### config.mk
export PLATFORM = sky130hd
export DESIGN_NAME = gcd_arbiter
export DESIGN_NICKNAME = d
export VERILOG_FILES = /design/src/rtl/gcd_arbiter.sv
export SDC_FILE = /design/constraint.sdc
export NUM_CORES = 1
export LEC_CHECK = 0
export CAP_MARGIN = 25
export CELL_PAD_IN_SITES_DETAIL_PLACEMENT = 0
export CELL_PAD_IN_SITES_GLOBAL_PLACEMENT = 1
export CORE_UTILIZATION = 25
export DETAILED_ROUTE_END_ITERATION = 16
export GPL_ROUTABILITY_DRIVEN = 0
export GPL_TIMING_DRIVEN = 0
export PLACE_DENSITY_LB_ADDON = 0.08
export SLEW_MARGIN = 20
export SYNTH_ARGS = -nofsm -noshare
export SYNTH_HDL_FRONTEND = slang
export SYNTH_SLANG_ARGS = --single-unit
### constraint.sdc
create_clock -name clk_i -period 1.8 [get_ports clk_i]
set_input_delay 0.36 -clock clk_i [delete_from_list [all_inputs] [get_ports clk_i]]
set_output_delay 0.36 -clock clk_i [all_outputs]
set_load 0.1 [all_outputs]
### src/rtl/gcd_arbiter.sv
// gcd_arbiter: round-robin sharing of one GCD engine among NREQ clients,
// with a watchdog that aborts transactions the engine never finishes.
module gcd_arbiter #(
   parameter int NREQ    = 4,
   parameter int WIDTH   = 4,
   parameter int TIMEOUT = 64
) (
   input  logic                  clk_i,
   input  logic                  rst_i,
   input  logic [NREQ-1:0]       req_i,
   input  logic [NREQ*WIDTH-1:0] a_i,
   input  logic [NREQ*WIDTH-1:0] b_i,
   output logic [NREQ-1:0]       gnt_o,
   output logic [NREQ-1:0]       done_o,
   output logic                  err_o,
   output logic [WIDTH-1:0]      result_o,
   output logic                  busy_o,
   output logic                  slv_req_o,
   output logic [WIDTH-1:0]      slv_a_o,
   output logic [WIDTH-1:0]      slv_b_o,
   input  logic                  slv_busy_i,
   input  logic                  slv_valid_i,
   input  logic [WIDTH-1:0]      slv_result_i
);
   localparam int IW = $clog2(NREQ);
   localparam int CW = $clog2(TIMEOUT);
   typedef enum logic [1:0] {IDLE, ISSUE, WAIT, DONE} state_t;
   state_t          r_state;
   logic [IW-1:0]   r_ptr, r_id, w_win;
   logic [CW-1:0]   r_cnt;
   logic            r_err;
   logic [WIDTH-1:0] r_a, r_b, r_result, w_a, w_b;
   // Scan from the highest offset down so the client nearest ptr wins.
   always_comb begin
      w_win = r_ptr;
      for (int i = NREQ - 1; i >= 0; i--)
         if (req_i[IW'((int'(r_ptr) + i) % NREQ)]) w_win = IW'((int'(r_ptr) + i) % NREQ);
   end
   assign w_a = WIDTH'(a_i >> (int'(w_win) * WIDTH));
   assign w_b = WIDTH'(b_i >> (int'(w_win) * WIDTH));
   always_ff @(posedge clk_i) begin
      if (rst_i) begin
         r_state  <= IDLE;
         r_ptr    <= '0;
         r_id     <= '0;
         r_cnt    <= '0;
         r_err    <= 1'b0;
         r_a      <= '0;
         r_b      <= '0;
         r_result <= '0;
      end else begin
         case (r_state)
            IDLE:
               if (|req_i && !slv_busy_i) begin
                  r_id    <= w_win;
                  r_a     <= w_a;
                  r_b     <= w_b;
                  r_state <= ISSUE;
               end
            ISSUE: begin
               r_cnt   <= '0;
               r_state <= WAIT;
            end
            WAIT:
               if (slv_valid_i) begin
                  r_result <= slv_result_i;
                  r_err    <= 1'b0;
                  r_state  <= DONE;
               end else if (r_cnt == CW'(TIMEOUT - 1)) begin
                  r_result <= '0;
                  r_err    <= 1'b1;
                  r_state  <= DONE;
               end else begin
                  r_cnt <= r_cnt + 1'b1;
               end
            DONE: begin
               r_ptr   <= (r_id == IW'(NREQ - 1)) ? '0 : r_id + 1'b1;
               r_state <= IDLE;
            end
         endcase
      end
   end
   assign busy_o    = r_state != IDLE;
   assign gnt_o     = busy_o ? NREQ'(1) << r_id : '0;
   assign done_o    = (r_state == DONE) ? NREQ'(1) << r_id : '0;
   assign err_o     = (r_state == DONE) && r_err;
   assign slv_req_o = r_state == ISSUE;
   assign result_o  = r_result;
   assign slv_a_o   = r_a;
   assign slv_b_o   = r_b;
endmodule

* After elaboration in Yosys (flattened, before gate mapping)
Cells that the tools add are included.
** Operators by class
- Reduce and logical (&&, ||, !) cells :: 12
- Equality and inequality tests :: 9
- Multiplexer cells :: 30
- Shift operators :: 3
- Add/sub/neg operators :: 5
- Order comparisons :: 4
** Operator list (count)
- $shr A16 B4 Y4 :: 2
- $lt A2 B4 Y1 const B :: 4
- $mux W2 :: 8
- $mux W4 :: 4
- $mux W6 :: 2
- $pmux W6 S2 :: 1
- $mux W1 :: 10
- $bmux W1 S2 :: 4
- $pmux W2 S4 :: 1
- $add A6 B1 Y6 const B :: 1
- $eq A2 B2 Y1 const B :: 3
- $eq A6 B6 Y1 const B :: 1
- $ne A2 B2 Y1 const B :: 3
- $reduce_and A2 Y1 :: 3
- $reduce_bool A2 Y1 :: 3
- $add A2 B1 Y2 const B :: 2
- $add A2 B2 Y2 const B :: 2
- $reduce_or A4 Y1 :: 1
- $shl A1 B2 Y4 const A :: 1
- $ne A3 B3 Y1 const B :: 1
- $reduce_and A3 Y1 :: 1
- $eq A2 B1 Y1 const B :: 1
- $logic_and A1 B1 Y1 :: 2
- $logic_not A2 Y1 :: 1
- $logic_not A1 Y1 :: 1
** Word-level totals
- Input bits :: 44
- Flip-flop bits (word level) :: 25
- Output and inout port bits :: 23
- Word-level logic and storage cells :: 71

* Logic depth before layout (Yosys ltp)
Gate-level depths: netlist (run 1).
- Depth in word-level cells :: 9
- Depth in mapped cells :: 7
- Gate-level depth less buffers :: 7

* Least setup slack after synthesis (run 1)
OpenSTA, ideal clock, no wires.
- Kind :: register to output
- From :: reg r_state[0]
- To :: out gnt_o[2]
- Buffers on the path :: 0
- Slack :: -0.590 ns
- Stages on the path, launching flop included :: 4
- Arrival time :: 2.030 ns
- Data required time :: 1.440 ns
- Cells stage by stage :: dfxtp_1 -> inv_1 -> ha_1 -> nor2b_1
** Between the ends
- Longest elaborated chain between the ends :: 2
** Ends and longest elaborated chain
- from (decl) :: RTL line 28 : state_t r_state;
- from (signal assigned) :: RTL line 43 : r_state <= IDLE;
- from (signal assigned) :: RTL line 58 : r_state <= ISSUE;
- from (signal assigned) :: RTL line 62 : r_state <= WAIT;
- $reduce_bool A2 Y1 :: RTL line 83 : assign busy_o = r_state != IDLE;
- $mux W4 :: RTL line 84 : assign gnt_o = busy_o ? NREQ'(1) << r_id : '0;
- to (decl) :: RTL line 13 : output logic [NREQ-1:0] gnt_o,
No other way between the ends.

* Worst setup path after layout (run 1)
- From :: reg r_state[0]
- To :: reg r_b[1] (netlist: slv_b_o[1])
** Between the ends
- Longest elaborated chain between the ends :: 2
** Ends and longest elaborated chain
- $logic_not A2 Y1 :: RTL line 52 : case (r_state)
- $reduce_and A2 Y1 (no line)
- to (signal assigned) :: RTL line 57 : r_b <= w_b;
- to (decl) :: RTL line 32 : logic [WIDTH-1:0] r_a, r_b, r_result, w_a, w_b;
No other way between the ends.
A chain may end at the register's enable or synchronous reset.

==> flow_summary_export.csv, run 1 <==
group,metric,value,unit
placement,hpwl,3.400,mm
die,chipHeight,81.57,um
logic_synthesis,synth_top_area_share,31.62,%
detailed_routing,routed_wl,4.462,mm
pwr,p_leak,0.9961,nW
timing,slew_headroom,62.60,%
clocking,ctsHoldBuffers,0,
timing,tightest_slew,0.5637,ns
die,start_util,26.27,%
placement,placed_area,2367,sq um
final_layout,multiInputGateArea,1124,sq um
final_layout,utilization,42.52,%
timing,min_period,1.758,ns
logic_synthesis,synth_edf_count,0,
die,fp.dieArea,6654,sq um
worst_setup_path,critPathKind,"register to register",
final_layout,nNetsFinal,309,
clocking,tritoncts,"yes",
job,maxCapViolations,0,
run_status,status,"finished clean",
worst_setup_path,start_kind,"register",
placement,place_ws,-0.5601,ns
die,core-area,6026,sq um
clocking,cts_made_buffers,3,
pwr,power_density,1029,nW/um^2
final_layout,final_cell_area,2562,sq um
die,die_w,81.57,um
pwr,peakVddDrop,0.0004637,V
worst_setup_path,slowest_stage,"or4_4",
min_path,hold_class,"register to register",
final_layout,area_growth,61.90,%
worst_setup_path,crit_start,"r_state[0]",
detailed_routing,initialDrtViolationCount,30,
timing,setup_slack,0.04157,ns
timing,final_max_slew_viol_count,0,
clocking,insertion_delay,0.27,ns
timing,timing.fmax,568.7,MHz
detailed_routing,vias_per_cell,4.666,
clocking,cts_max_path_buffers,2,
detailed_routing,routedWlPerCell,13.56,um
final_layout,final_common_cell,"clkdlybuf4s50_1",
logic_synthesis,ys_top_cells_by_area,"dfxtp_1, ha_1, mux2i_1, o211ai_1, o21a_1",
logic_synthesis,syn_nets,229,
detailed_routing,dr_total_vias,1535,
detailed_routing,remaining_drc_errors,0,
logic_synthesis,avgSynthCellArea,9.044,sq um
logic_synthesis,synth_cell_types,44,
placement,port_buffers,66,
timing,period_share,97.69,%
logic_synthesis,yosysWarnings,0,
final_layout,mostFrequentLayoutCells,"clkdlybuf4s50_1, dfxtp_1, buf_4",
timing,final-setup-viol-count,0,
logic_synthesis,synth_flop_cell,"dfxtp_1",
timing,hold_violations,0,
global_routing,grt_pass1_wl,6.610,mm
timing,rsz0062_at_grt,"yes",
logic_synthesis,ys_ff_latch,25,
logic_synthesis,syn_area,1583,sq um
worst_setup_path,worstPathArrival,1.96,ns
worst_setup_path,cpMostUsedCell,"inv_4",
clocking,cts.sinks,25,
detailed_routing,firstDrtPassIters,4,
worst_setup_path,cp-end-kind,"register",
global_routing,grt_pass1_vias,1405,
final_layout,drive_above_1_share,27.95,%
global_routing,antenna_found_initial,0,
worst_setup_path,cp_slowest_stage_delay,0.53,ns
logic_synthesis,ys_seq_area_share,31.62,%
worst_setup_path,critical-path-top-delay-family,"simple AND/OR/NAND/NOR gates",
global_routing,overflow,0,
min_path,hp-start,"r_cnt[1]",
worst_setup_path,crit_chain,"inv_4 -> ha_4 -> inv_4 -> or4_4 -> a31oi_4 -> buf_6 -> o21ai_1 -> o211ai_1",
worst_setup_path,r2r_start,"r_state[0]",
final_layout,regArea,508.0,sq um
logic_synthesis,syn_inst,175,
logic_synthesis,yosys.area.top_type,"dfxtp_1",
clocking,clk_pin_slew,0.09,ns
die,io-pin-count,67,
worst_setup_path,cp_data_required_time,2.00,ns
clocking,htreeDepth,1,
detailed_routing,ant_nets,0,
global_routing,grtUsageTotal,12.93,%
final_layout,fillers,630,
worst_setup_path,crit_path_max_fanout,6,
worst_setup_path,critPathBufInv,3,
clocking,cts_root_buffer,"clkbuf_8",
die,rows,28,
logic_synthesis,async_reset_ff_share,0,%
timing,finalClockSkew,0.005407,ns
global_routing,grt_max_degree,15,
final_layout,n_antenna_cell,0,
timing,tns,0,ns
-- logic make-up after synthesis --
family,share of synthesized area (%)
xor+xnor,1.660
simple gates,24.11
fa+ha+maj,7.905
buf+inv,4.347
flops,31.62
compound gates,22.69
mux,7.668
-- worst paths after layout --
check	to	slack, ns	cells after the start
setup reg to reg	slv_b_o[1]	0.04	8
hold / removal	r_cnt[1]	0.48	2
setup / recovery	slv_b_o[1]	0.04	8
hold reg to reg	r_cnt[1]	0.48	2
-- tightest hold or removal path, cell delays in order, from the launching register on --
cell     delay [ns]
dfxtp_1        0.33
nand2_1        0.06
a21oi_1        0.05
-- power breakdown --
part / total, mW / switching, mW / internal, mW
Sequential: 0.693 / 0.0562 / 0.637
Clock: 0.342 / 0.187 / 0.155
Combinational: 1.60 / 1.10 / 0.498
-- per-stage QoR --
step,power [mW],instances,hold slack [ns]
3_5_place_dp,2.229,316,0.4620
4_1_cts,2.623,327,0.4825
3_3_place_gp,2.239,316,0.4523
6_report,2.637,329,0.4757
2_1_floorplan,1.840,175,0.4291
5_1_grt,2.777,329,0.4981
-- sequential cells by signal, indices dropped and copies added, names as in the netlist --
register,cells
r_state,2
slv_a_o,4
slv_b_o,4
r_id,2
r_cnt,6
r_ptr,2
result_o,4
r_err,1
-- Yosys cell counts, drive strengths merged, types with 4 or more instances --
cell type,n
dfxtp,25
nor2,15
nand2,13
mux2i,11
o21ai,11
ha,10
o211ai,9
o21a,9
nor3b,8
and2,6
inv,6
a21oi,5
a32oi,4
buf,4
-- routing by layer --
layer,track usage [%],wire length [um]
met1,16.67,2089
met2,21.75,2129
met3,2.222,204
met4,4.211,39
met5,0,0
-- repair_timing --
item	CTS	global route
buffers inserted	7	1
pin swaps	5	13
resized for setup	121	19
cloned	0	1
endpoints found under the setup margin	34	18
-- final cells by class --
cell class,count,area share [%]
multi-input combinational,138,43.85
clock buffer,3,1.611
sequential,25,19.82
tap,75,3.662
buffer,7,2.002
clock inverter,1,0.1953
inverter,6,1.074
timing repair buffer,74,27.78
Note: power is estimated with default switching activity, not from simulation.
==> inputs of run 2 (changes only) <==
--- a/config.mk
+++ b/config.mk
@@ -5,7 +5,7 @@
 export SDC_FILE = /design/constraint.sdc
 export NUM_CORES = 1
 export LEC_CHECK = 0
-export CAP_MARGIN = 25
+export CAP_MARGIN = 20
 export CELL_PAD_IN_SITES_DETAIL_PLACEMENT = 0
 export CELL_PAD_IN_SITES_GLOBAL_PLACEMENT = 1
 export CORE_UTILIZATION = 25
@@ -17,3 +17,4 @@
 export SYNTH_ARGS = -nofsm -noshare
 export SYNTH_HDL_FRONTEND = slang
 export SYNTH_SLANG_ARGS = --single-unit
+export TNS_END_PERCENT = 10
==> constraint.sdc (replaced) <==
create_clock -name clk_i -period 1.97 [get_ports clk_i]
set_input_delay 0.394 -clock clk_i [delete_from_list [all_inputs] [get_ports clk_i]]
set_output_delay 0.394 -clock clk_i [all_outputs]
set_load 0.1 [all_outputs]
==> flow_summary_export.csv, run 2 (synthesized netlist as in run 1, its figures left out) <==
group,metric,value,unit
timing,hold_violations,0,
job,maxCapViolations,0,
worst_setup_path,worstPathArrival,2.10,ns
detailed_routing,remaining_drc_errors,0,
final_layout,final_cell_area,2387,sq um
timing,final_max_slew_viol_count,0,
worst_setup_path,start_kind,"register",
global_routing,overflow,0,
min_path,hp-start,"slv_b_o[2]",
die,chipHeight,81.57,um
timing,setup_slack,0.07095,ns
timing,period_share,96.40,%
final_layout,nNetsFinal,300,
detailed_routing,dr_total_vias,1519,
worst_setup_path,cp_data_required_time,2.17,ns
final_layout,area_growth,50.83,%
clocking,cts_root_buffer,"clkbuf_8",
worst_setup_path,cp-end-kind,"register",
detailed_routing,firstDrtPassIters,4,
global_routing,grt_pass1_wl,6.672,mm
worst_setup_path,slowest_stage,"or4_1",
pwr,peakVddDrop,0.0004277,V
worst_setup_path,critPathKind,"register to register",
run_status,status,"finished clean",
clocking,cts_setup_buffers,0,
timing,finalClockSkew,0.003019,ns
timing,rsz0062_at_grt,"yes",
detailed_routing,routed_wl,4.410,mm
placement,place_ws,-0.5454,ns
timing,min_period,1.899,ns
clocking,htreeDepth,1,
global_routing,grt_pass1_vias,1400,
worst_setup_path,crit_chain,"inv_2 -> ha_4 -> inv_2 -> or4_1 -> a31oi_4 -> o21ai_0 -> o211ai_1",
detailed_routing,vias_per_cell,4.747,
clocking,cts.sinks,25,
timing,tns,0,ns
worst_setup_path,crit_start,"r_state[0]",
global_routing,grtUsageTotal,13.08,%
timing,slew_headroom,35.41,%
pwr,power_density,954.9,nW/um^2
timing,final-setup-viol-count,0,
clocking,clk_pin_slew,0.09,ns
detailed_routing,routedWlPerCell,13.78,um
global_routing,grt_max_degree,15,
die,start_util,26.27,%
worst_setup_path,crit_path_max_fanout,8,
timing,tightest_slew,0.9727,ns
die,fp.dieArea,6654,sq um
clocking,cts_made_buffers,3,
die,die_w,81.57,um
clocking,cts_max_path_buffers,2,
detailed_routing,ant_nets,0,
timing,hold-worst-slack,0.4746,ns
clocking,ctsHoldBuffers,0,
placement,hpwl,3.391,mm
worst_setup_path,cp_slowest_stage_delay,0.59,ns
die,core-area,6026,sq um
global_routing,antenna_found_initial,0,
final_layout,largest_register_ffs,6,
pwr,p_leak,0.9813,nW
pwr,total_power,2.280,mW
worst_setup_path,r2r_start,"r_state[0]",
final_layout,mostFrequentLayoutCells,"clkdlybuf4s50_1, dfxtp_1, nor2_1",
final_layout,final_common_cell,"clkdlybuf4s50_1",
final_layout,largest_register,"r_cnt",
detailed_routing,initialDrtViolationCount,36,
min_path,hold_class,"register to register",
placement,port_buffers,66,
clocking,tritoncts,"yes",
clocking,insertion_delay,0.27,ns
timing,timing.fmax,526.6,MHz
die,rows,28,
placement,placed_area,2340,sq um
final_layout,drive_above_1_share,13.47,%
die,io-pin-count,67,
final_layout,n_antenna_cell,0,
worst_setup_path,cpMostUsedCell,"inv_2",
-- run 2: cell types whose count changed in the layout (fill, tap and decap cells not counted), moves of 3 or more --
cell and change:
dlygate4sd2_1 +12, clkdlybuf4s15_2 -11, buf_4 -9, o21ai_2 -6, dfxtp_1 +4, o21ai_0 +4, dfxtp_2 -3
-- run 2: cell type report --
type | instances | area, sq um
fill | 627 | 3638
timing repair buffer | 66 | 628.1
clock buffer | 3 | 41.29
clock inverter | 1 | 5.005
tap | 75 | 93.84
sequential | 25 | 500.5
multi-input combinational | 137 | 1050
buffer | 7 | 46.29
inverter | 6 | 22.52
-- run 2: worst max-delay path: cells and delay by family, from the launching register on --
family / cells / cell delay (ns)
simple gates: 1 / 0.59
compound gates: 3 / 0.52
flops: 1 / 0.35
fa+ha+maj: 1 / 0.19
buf+inv: 2 / 0.17
-- run 2: layer usage --
layer | GRT usage (%) | wire (um)
met2 | 21.58 | 1926
met5 | 0 | 0
met1 | 17.43 | 2198
met3 | 2.889 | 270
met4 | 2.632 | 14
-- run 2: path summary, 6_finish.rpt --
path,endpoint,slack (ns),cells past startpoint
worst max-delay path,slv_b_o[0],0.07,7
worst min-delay path,slv_b_o[2],0.47,2
worst max register to register,slv_b_o[0],0.07,7
worst min register to register,slv_b_o[2],0.47,2
-- run 2: metrics by stage --
step	instances	util (%)
floorplan	175	-
global placement	316	38.83
detailed placement	316	38.83
CTS	320	39.39
global route	320	39.62
finish	320	39.62
-- run 2: timing repair --
item                       4_1_cts  5_1_grt
pin swaps                        1        0
gates resized for setup         81        8
setup endpoints to repair       31       16
-- run 2: power by group --
| group | total (mW) | switching [mW] | internal, mW |
|---|---|---|---|
| combinational | 1.33 | 0.968 | 0.364 |
| sequential | 0.630 | 0.0504 | 0.579 |
| clock | 0.318 | 0.177 | 0.142 |
| total | 2.28 | 1.19 | 1.08 |
==> inputs of run 3 (changes only) <==
--- a/config.mk
+++ b/config.mk
@@ -8,9 +8,8 @@
 export CAP_MARGIN = 20
 export CELL_PAD_IN_SITES_DETAIL_PLACEMENT = 0
 export CELL_PAD_IN_SITES_GLOBAL_PLACEMENT = 1
-export CORE_UTILIZATION = 25
+export CORE_UTILIZATION = 31
 export DETAILED_ROUTE_END_ITERATION = 16
-export GPL_ROUTABILITY_DRIVEN = 0
 export GPL_TIMING_DRIVEN = 0
 export PLACE_DENSITY_LB_ADDON = 0.08
 export SLEW_MARGIN = 20
==> flow_summary_export.csv, run 3 (synthesized netlist as in run 1, its figures left out) <==
group,metric,value,unit
final_layout,final_cell_area,2420,sq um
placement,globalplace.congestion,0.7281,
pwr,peakVddDrop,0.0005248,V
die,die_w,73.46,um
worst_setup_path,r2r_slack,0.12,ns
pwr,p_clk_share,14.2,%
clocking,clk_pin_slew,0.09,ns
timing,slew_headroom,34.94,%
detailed_routing,initialDrtViolationCount,87,
timing,min_period,1.885,ns
die,io-pin-count,67,
placement,placed_cells,308,
min_path,hp-start,"slv_b_o[1]",
clocking,tritoncts,"yes",
placement,hpwl,3.216,mm
timing,timing.fmax,530.6,MHz
worst_setup_path,cp_data_required_time,1.58,ns
worst_setup_path,cp-end-kind,"output port",
worst_setup_path,critPathBufInv,1,
min_path,holdPathEnd,"slv_b_o[1]",
detailed_routing,remaining_drc_errors,0,
pwr,share_comb_of_total_power,58.6,%
clocking,htreeDepth,1,
final_layout,final_common_cell,"clkdlybuf4s50_1",
pwr,p_sw_share,52.15,%
worst_setup_path,r2r_end,"slv_b_o[3]",
final_layout,largest_register_ffs,6,
worst_setup_path,r2r_start,"r_state[0]",
clocking,insertion_delay,0.27,ns
job,maxCapViolations,0,
placement,port_buffers,66,
clocking,cts_root_buffer,"clkbuf_8",
timing,hold_violations,0,
global_routing,antenna_found_initial,0,
timing,final-setup-viol-count,0,
clocking,cts_made_buffers,3,
final_layout,final_cells,314,
final_layout,n_antenna_cell,0,
die,chipHeight,73.46,um
global_routing,grt_pass1_vias,1531,
detailed_routing,ant_nets,0,
die,rows,25,
pwr,seqPwrFrac,27.2,%
worst_setup_path,crit_chain,"dlygate4sd2_1",
pwr,switching_power,1.201,mW
clocking,cts.sinks,25,
worst_setup_path,start_kind,"register",
die,start_util,32.86,%
placement,placed_area,2330,sq um
final_layout,nNetsFinal,302,
pwr,internal_power,1.102,mW
min_path,hold_class,"register to register",
pwr,total_power,2.304,mW
timing,setup_slack,0.08539,ns
global_routing,overflow,0,
detailed_routing,dr_total_vias,1534,
worst_setup_path,cp_slowest_stage_delay,0.87,ns
global_routing,grt_max_degree,17,
placement,place_ws,-0.5114,ns
worst_setup_path,critPathKind,"register to output port",
worst_setup_path,crit_path_max_fanout,2,
clocking,cts_max_path_buffers,2,
timing,period_share,95.67,%
detailed_routing,vias_per_cell,4.885,
final_layout,area_growth,52.89,%
worst_setup_path,reg2regPathDepth,7,
timing,rsz0062_at_grt,"yes",
detailed_routing,routedWlPerCell,13.79,um
worst_setup_path,slowest_stage,"dlygate4sd2_1",
timing,final_max_slew_viol_count,0,
global_routing,grtUsageTotal,17.38,%
worst_setup_path,critical-path-top-delay-family,"buffers and inverters",
timing,finalClockSkew,0.001939,ns
final_layout,largest_register,"r_cnt",
pwr,p_leak,1.009,nW
timing,tightest_slew,0.9798,ns
run_status,status,"finished clean",
pwr,power_density,952.0,nW/um^2
min_path,hold_depth,2,
detailed_routing,routed_wl,4.331,mm
worst_setup_path,worstPathArrival,1.49,ns
timing,hold-worst-slack,0.4697,ns
final_layout,utilization,50.23,%
die,core-area,4817,sq um
final_layout,mostFrequentLayoutCells,"clkdlybuf4s50_1, dfxtp_1, nor2_1",
final_layout,drive_above_1_share,14.98,%
detailed_routing,firstDrtPassIters,4,
global_routing,grt_pass1_wl,7.300,mm
die,fp.dieArea,5396,sq um
worst_setup_path,crit_start,"slv_b_o[2]",
timing,tns,0,ns
run 3: layer usage:
metal | vias to the layer above | share of wire, % | global-route usage [%]
li1 | 792 | - | -
met1 | 693 | 46 | 22.10
met2 | 41 | 47 | 29.36
met3 | 8 | 5.4 | 3.704
met4 | 0 | 2.1 | 5.128
met5 | - | 0 | 0
run 3: what timing repair did:
item / 4_1_cts / 5_1_grt
hold buffers: 0 / 0
endpoints found under the setup margin: 31 / 20
endpoints found under the hold margin: 0 / 0
gates resized for setup: 70 / 25
cloned: 0 / 1
setup buffers: 0 / 1
pin swaps: 0 / 1
run 3: worst max-delay path by stage:
stage	cells after the start	slack [ns]	to
after floorplan	7	-0.1	slv_a_o[0]
after global placement	4	-0.52	gnt_o[3]
after detailed placement	4	-0.51	gnt_o[3]
after CTS	7	-0.16	slv_b_o[2]
after global routing	7	-0.007	slv_b_o[3]
final	1	0.09	slv_b_o[2]
run 3: layout make-up:
| cell class | instances | area, sq um |
|---|---|---|
| plain buffers | 7 | 46.29 |
| fillers | 499 | 2397 |
| clock buffers | 3 | 41.29 |
| clock inverters | 1 | 8.758 |
| multi-input cells | 138 | 1079 |
| inverters | 6 | 22.52 |
| well taps | 67 | 83.83 |
| repair buffers | 67 | 638.1 |
| flip-flops and latches | 25 | 500.5 |
run 3: power by group through the flow:
stage	Sequential (mW)	Clock, mW	Combinational, mW
final	0.628	0.327	1.35
after global routing	0.640	0.361	1.43
after CTS	0.627	0.338	1.32
after detailed placement	0.639	0	1.35
after global placement	0.639	0	1.35
after floorplan	0.978	0	0.664
